[config.mk]
export PLATFORM = sky130hd
export DESIGN_NAME = pll_supervisor
export DESIGN_NICKNAME = d
export VERILOG_FILES = /design/src/rtl/pll_supervisor.sv
export SDC_FILE = /design/constraint.sdc
export NUM_CORES = 1
export LEC_CHECK = 0
export CORE_MARGIN = 10
export CORE_UTILIZATION = 40
export CTS_CLUSTER_SIZE = 16
export DETAILED_ROUTE_END_ITERATION = 8
export PLACE_DENSITY = 0.64
export SLEW_MARGIN = 20
export SYNTH_ARGS = -nofsm -noshare
export SYNTH_HDL_FRONTEND = slang
export SYNTH_SLANG_ARGS = --single-unit
export TNS_END_PERCENT = 30
[constraint.sdc]
create_clock -name clk_i -period 2.7 [get_ports clk_i]
set_input_delay 0.54 -clock clk_i [delete_from_list [all_inputs] [get_ports clk_i]]
set_output_delay 0.54 -clock clk_i [all_outputs]
set_load 0.02 [all_outputs]
[src/rtl/pll_supervisor.sv]
// PLL lock supervisor: drives the PLL reset, qualifies lock, then releases
// the downstream domain resets one at a time in ascending order.
module pll_supervisor #(
    parameter int NUM_OUTPUTS    = 3,
    parameter int PLL_RST_CYCLES = 8,
    parameter int LOCK_TIMEOUT   = 1000,
    parameter int SETTLE_CYCLES  = 64,
    parameter int STAGGER_CYCLES = 4,
    parameter int MAX_RETRIES    = 4,
    parameter int CNT_W          = 16
) (
    input  logic                   clk_i,
    input  logic                   rst_n_i,
    input  logic                   pll_locked_i,
    input  logic                   restart_i,
    output logic                   pll_rst_o,
    output logic [NUM_OUTPUTS-1:0] rst_out_o,
    output logic                   ready_o,
    output logic                   lock_lost_o,
    output logic                   fail_o,
    output logic [7:0]             retry_count_o,
    output logic [2:0]             state_o
);

    localparam int IDX_W = (NUM_OUTPUTS > 1) ? $clog2(NUM_OUTPUTS) : 1;

    localparam logic [CNT_W-1:0] P_RST_LAST =
        CNT_W'(PLL_RST_CYCLES - 1);
    localparam logic [CNT_W-1:0] P_TMO_LAST =
        CNT_W'(LOCK_TIMEOUT - 1);
    // The lock sample that moves WAIT_LOCK into SETTLE is the first
    // of the contiguous run, so SETTLE itself needs one sample fewer.
    localparam logic [CNT_W-1:0] P_SETTLE_LAST =
        CNT_W'((SETTLE_CYCLES > 1) ? SETTLE_CYCLES - 2 : 0);
    localparam logic [CNT_W-1:0] P_STAG_LAST =
        CNT_W'(STAGGER_CYCLES - 1);
    localparam logic [IDX_W-1:0] P_IDX_LAST =
        IDX_W'(NUM_OUTPUTS - 1);
    localparam logic [7:0] P_MAX_RETRY = 8'(MAX_RETRIES);
    localparam logic [NUM_OUTPUTS-1:0] P_FIRST_REL =
        ~NUM_OUTPUTS'(1);
    localparam bit P_SKIP_SETTLE = (SETTLE_CYCLES == 1);

    typedef enum logic [2:0] {
        S_RESET_PLL = 3'd0,
        S_WAIT_LOCK = 3'd1,
        S_SETTLE    = 3'd2,
        S_RELEASE   = 3'd3,
        S_RUN       = 3'd4,
        S_FAIL      = 3'd5
    } state_t;

    state_t                 r_state;
    logic                   r_lock_m;
    logic                   r_lock_s;
    logic [CNT_W-1:0]       r_cnt;
    logic [IDX_W-1:0]       r_idx;
    logic                   r_pll_rst;
    logic [NUM_OUTPUTS-1:0] r_rst_out;
    logic                   r_ready;
    logic                   r_lock_lost;
    logic                   r_fail;
    logic [7:0]             r_retry;

    logic [7:0]             w_retry_nxt;
    logic [IDX_W-1:0]       w_next_idx;
    logic [NUM_OUTPUTS-1:0] w_clr_mask;

    always_ff @(posedge clk_i or negedge rst_n_i) begin
        if (!rst_n_i) begin
            r_lock_m <= 1'b0;
            r_lock_s <= 1'b0;
        end else begin
            r_lock_m <= pll_locked_i;
            r_lock_s <= r_lock_m;
        end
    end

    always_comb begin
        w_retry_nxt = (r_retry == 8'hFF) ? 8'hFF : r_retry + 8'd1;
        w_next_idx  = r_idx + IDX_W'(1);
        w_clr_mask  = '0;
        for (int i = 0; i < NUM_OUTPUTS; i++) begin
            w_clr_mask[i] = (w_next_idx == IDX_W'(i));
        end
    end

    always_ff @(posedge clk_i or negedge rst_n_i) begin
        if (!rst_n_i) begin
            r_state     <= S_RESET_PLL;
            r_cnt       <= '0;
            r_idx       <= '0;
            r_pll_rst   <= 1'b1;
            r_rst_out   <= '1;
            r_ready     <= 1'b0;
            r_lock_lost <= 1'b0;
            r_fail      <= 1'b0;
            r_retry     <= '0;
        end else begin
            r_cnt <= r_cnt + CNT_W'(1);
            if (restart_i) begin
                r_state     <= S_RESET_PLL;
                r_cnt       <= '0;
                r_idx       <= '0;
                r_pll_rst   <= 1'b1;
                r_rst_out   <= '1;
                r_ready     <= 1'b0;
                r_lock_lost <= 1'b0;
                r_fail      <= 1'b0;
                r_retry     <= '0;
            end else begin
                unique case (r_state)
                    S_RESET_PLL: begin
                        if (r_cnt == P_RST_LAST) begin
                            r_state   <= S_WAIT_LOCK;
                            r_cnt     <= '0;
                            r_pll_rst <= 1'b0;
                        end
                    end
                    S_WAIT_LOCK: begin
                        if (r_lock_s) begin
                            r_cnt <= '0;
                            if (P_SKIP_SETTLE) begin
                                r_state   <= S_RELEASE;
                                r_idx     <= '0;
                                r_rst_out <= P_FIRST_REL;
                            end else begin
                                r_state <= S_SETTLE;
                            end
                        end else if (r_cnt == P_TMO_LAST) begin
                            r_cnt     <= '0;
                            r_retry   <= w_retry_nxt;
                            r_pll_rst <= 1'b1;
                            if (w_retry_nxt >= P_MAX_RETRY) begin
                                r_state <= S_FAIL;
                                r_fail  <= 1'b1;
                            end else begin
                                r_state <= S_RESET_PLL;
                            end
                        end
                    end
                    S_SETTLE: begin
                        if (!r_lock_s) begin
                            r_state <= S_WAIT_LOCK;
                            r_cnt   <= '0;
                        end else if (r_cnt == P_SETTLE_LAST) begin
                            r_state   <= S_RELEASE;
                            r_cnt     <= '0;
                            r_idx     <= '0;
                            r_rst_out <= P_FIRST_REL;
                        end
                    end
                    S_RELEASE: begin
                        if (!r_lock_s) begin
                            r_state     <= S_RESET_PLL;
                            r_cnt       <= '0;
                            r_pll_rst   <= 1'b1;
                            r_rst_out   <= '1;
                            r_ready     <= 1'b0;
                            r_lock_lost <= 1'b1;
                        end else if (r_cnt == P_STAG_LAST) begin
                            r_cnt <= '0;
                            if (r_idx == P_IDX_LAST) begin
                                r_state   <= S_RUN;
                                r_rst_out <= '0;
                                r_ready   <= 1'b1;
                            end else begin
                                r_idx     <= w_next_idx;
                                r_rst_out <= r_rst_out & ~w_clr_mask;
                            end
                        end
                    end
                    S_RUN: begin
                        if (!r_lock_s) begin
                            r_state     <= S_RESET_PLL;
                            r_cnt       <= '0;
                            r_pll_rst   <= 1'b1;
                            r_rst_out   <= '1;
                            r_ready     <= 1'b0;
                            r_lock_lost <= 1'b1;
                        end
                    end
                    S_FAIL: begin
                        r_cnt <= '0;
                    end
                    default: begin
                        r_state   <= S_RESET_PLL;
                        r_cnt     <= '0;
                        r_pll_rst <= 1'b1;
                        r_rst_out <= '1;
                        r_ready   <= 1'b0;
                    end
                endcase
            end
        end
    end

    assign pll_rst_o     = r_pll_rst;
    assign rst_out_o     = r_rst_out;
    assign ready_o       = r_ready;
    assign lock_lost_o   = r_lock_lost;
    assign fail_o        = r_fail;
    assign retry_count_o = r_retry;
    assign state_o       = r_state;

endmodule

==> out/qor.yml <==
sta:
  setup_ws_ps: 352
  fmax_ghz: 0.426
  worst-slew-pin-transition_ps: 842
  setup_viol: 0
  slew-limit-headroom: 0.439
  period_needed_ps: 2350
  rsz0062_at_grt: "false"
  final.setup.tns_ps: 0
  timing.final.crit_share: 0.869
  hold_viol_final: 0
  final.setup_skew_ps: 16.9
  slew_violations: 0
floorplanning:
  io_pins: 22
  start_util: 0.421
  core.rowCount: 27
  chipHeight_um: 96.8
  core_um2: 5610
  die_area_um2: 9370
  fp.dieW_um: 96.8
synth:
  synthMuxAreaShare: 0.0302
  syn_area_um2: 2360
  yosysSeqAreaShare: 0.405
  synth_ff_type: "dfrtp_1"
  syn_area_per_cell_um2: 9.25
  synth_edf_count: 0
  async_flop_share: 1.00
  synth.area.top_cells: "dfrtp_1 (36%), nor2_1 (5.4%), dfstp_2 (4.5%)"
  yosys_warnings: 0
  synth_top_family_by_area: "simple AND/OR/NAND/NOR gates"
  yosysTopAreaCellShare: 0.361
  synthAdderAreaFrac: 0.0318
  synth.largest_area_cell: "dfrtp_1"
  ys_seq_elements: 38
  synthXorXnorAreaFrac: 0.0557
  synth-compound-area-share: 0.143
  ys_types: 59
  yosys.area_share.simple: 0.286
  synthCells: 255
  syn-num-nets: 265
global_route:
  gr-max-usage-layer: "met2"
  overflow: 0
  first_global_vias: 1860
  grt_usage: 0.114
  antenna_found_initial: 0
  grt_max_degree: 39
  grtUsageMet1: 0.146
  grt_pass1_wl_um: 9180
  gr-usage-met3: 0.0355
  grt_util_met2: 0.172
flow_run:
  max_cap_viol_count: 0
detailed_routing:
  via_count: 1960
  final_antenna_net_count: 0
  via_per_inst: 5.65
  drt-initial-drc-count: 111
  wirelength_um: 5340
  drc: 0
  first_pass_iters: 4
  wire_per_inst_um: 15.4
finish:
  final_net_count: 284
  seq_area_um2: 956
  syn_to_final_growth_pct: 15.0
  multi_input_area_um2: 1290
  drive_gt1_frac: 0.116
  final_cell_mix: "nor2_1 (34), dfrtp_1 (34), clkdlybuf4s50_1 (20)"
  antennaDiodeCount: 0
  fillers: 559
clock_network:
  clock_latency_ps: 300
  cts.clk_slew.worst_paths_ps: 90
  numCtsBuffers: 5
  ctsRootBufferMaster: "clkbuf_8"
  cts_setup_buffers: 0
  cts_sinks: 38
  cts_tree: "yes"
  hold_buffers: 0
  clockBufferDepth: 2
  h-tree-depth: 2
  ctsResizeCount: 0
setup_path:
  reg2reg_depth: 7
  cp-start-kind: "flip-flop"
  cp-end-kind: "flip-flop"
  arrival_ps: 2550
  rr_endpoint: "ready_o"
  required_ps: 2900
  crit_path_max_incr_delay_ps: 420
  cp_max_fo: 5
  worstSetupPathType: "flip-flop to flip-flop"
  r2r_start: "r_cnt[0]"
  cpMaxStageDelayCell: "or3_4"
  r2r_slack_ps: 350
  path_cells: "ha_1 > nor3b_2 > nand3_1 > or3_4 > a32o_1 > a21oi_1 > mux2_2"
power:
  power_density_nw_per_um2: 547
  ir_drop_uv: 246
  p_leak_nw: 1.09
placement:
  gp_congestion: 0.837
  dpl.hpwl_um: 3640
  dp_slack_ps: 345
  io_buffers: 21
hold_path:
  hold_class: "primary input to async pin"
outcome:
  status: "finished, final reports clean"
==> power breakdown <==
part | total [mW] | internal, mW | switching [mW] | leakage (nW)
logic | 0.411 | 0.174 | 0.238 | 0.533
clock network | 0.427 | 0.206 | 0.221 | 0.0472
registers | 0.646 | 0.609 | 0.0375 | 0.510
==> metal layers <==
metal | vias up | share of wire
met3 | 8 | 0.043
met2 | 36 | 0.46
met1 | 936 | 0.48
li1 | 980 | -
met5 | - | 0
met4 | 0 | 0.015
==> cell usage after synthesis, drive strengths merged (6+ instances only) <==
library cell and n:
dfrtp 34, nor2 34, nand2 17, nor4 17
nand3 11, nand4 9, xor2 9, clkbuf 8
inv 8, buf 7, o21ai 7, ha 6
mux2i 6, xnor2 6
==> logic make-up (layout without fill, tap and decap cells) <==
group | Yosys count | after routing
adders and majority gates | 6 | 6
buffers and inverters | 23 | 43
DFF | 38 | 38
AOI/OAI and AO/OA | 47 | 47
muxes | 7 | 7
xor gates and xnor gates | 15 | 15
and+or+nand+nor | 119 | 119
==> sequential cells by signal, summed over array words and instances (netlist names) <==
name and flops:
fail_o 1, lock_lost_o 1, pll_rst_o 1, r_cnt 16
r_idx 2, r_lock_m 1, r_lock_s 1, ready_o 1
retry_count_o 8, rst_out_o 3, state_o 3
==> cell type report <==
type | instances | share of cell area
Tap cell | 72 | 0.0332
Clock buffer | 6 | 0.0305
Timing Repair Buffer | 27 | 0.0923
Sequential cell | 38 | 0.353
Multi-Input combinational cell | 194 | 0.476
Inverter | 8 | 0.0111
Clock inverter | 2 | 0.00461
==> how the worst max path moves through the flow <==
stage,endpoint,from,cells after the start,slack [ps]
floorplan,retry_count_o[6],state_o[2],7,480
global placement,ready_o,r_cnt[0],7,390
detailed placement,ready_o,r_cnt[0],7,340
CTS,ready_o,r_cnt[0],7,330
global route,ready_o,r_cnt[0],7,200
finish,ready_o,r_cnt[0],7,350
==> through the flow <==
stage	hold slack (ps)	utilization	std cells	cell area [µm²]	power (mW)
4_1_cts	360	0.483	347	2710	1.50
5_1_grt	372	0.483	347	2710	1.58
6_report	333	0.483	347	2710	1.48
2_1_floorplan	244	-	255	2360	0.952
3_5_place_dp	343	0.467	339	2620	1.07
3_3_place_gp	337	0.467	339	2620	1.07
==> worst max-delay path, delay by kind of cell, from the launching register on <==
kind / cells / cell delay, ps
compound gates: 2 / 490
simple gates: 3 / 810
fa+ha+maj: 1 / 220
mux: 1 / 350
flops: 1 / 380
(Power assumes the default switching activity.)
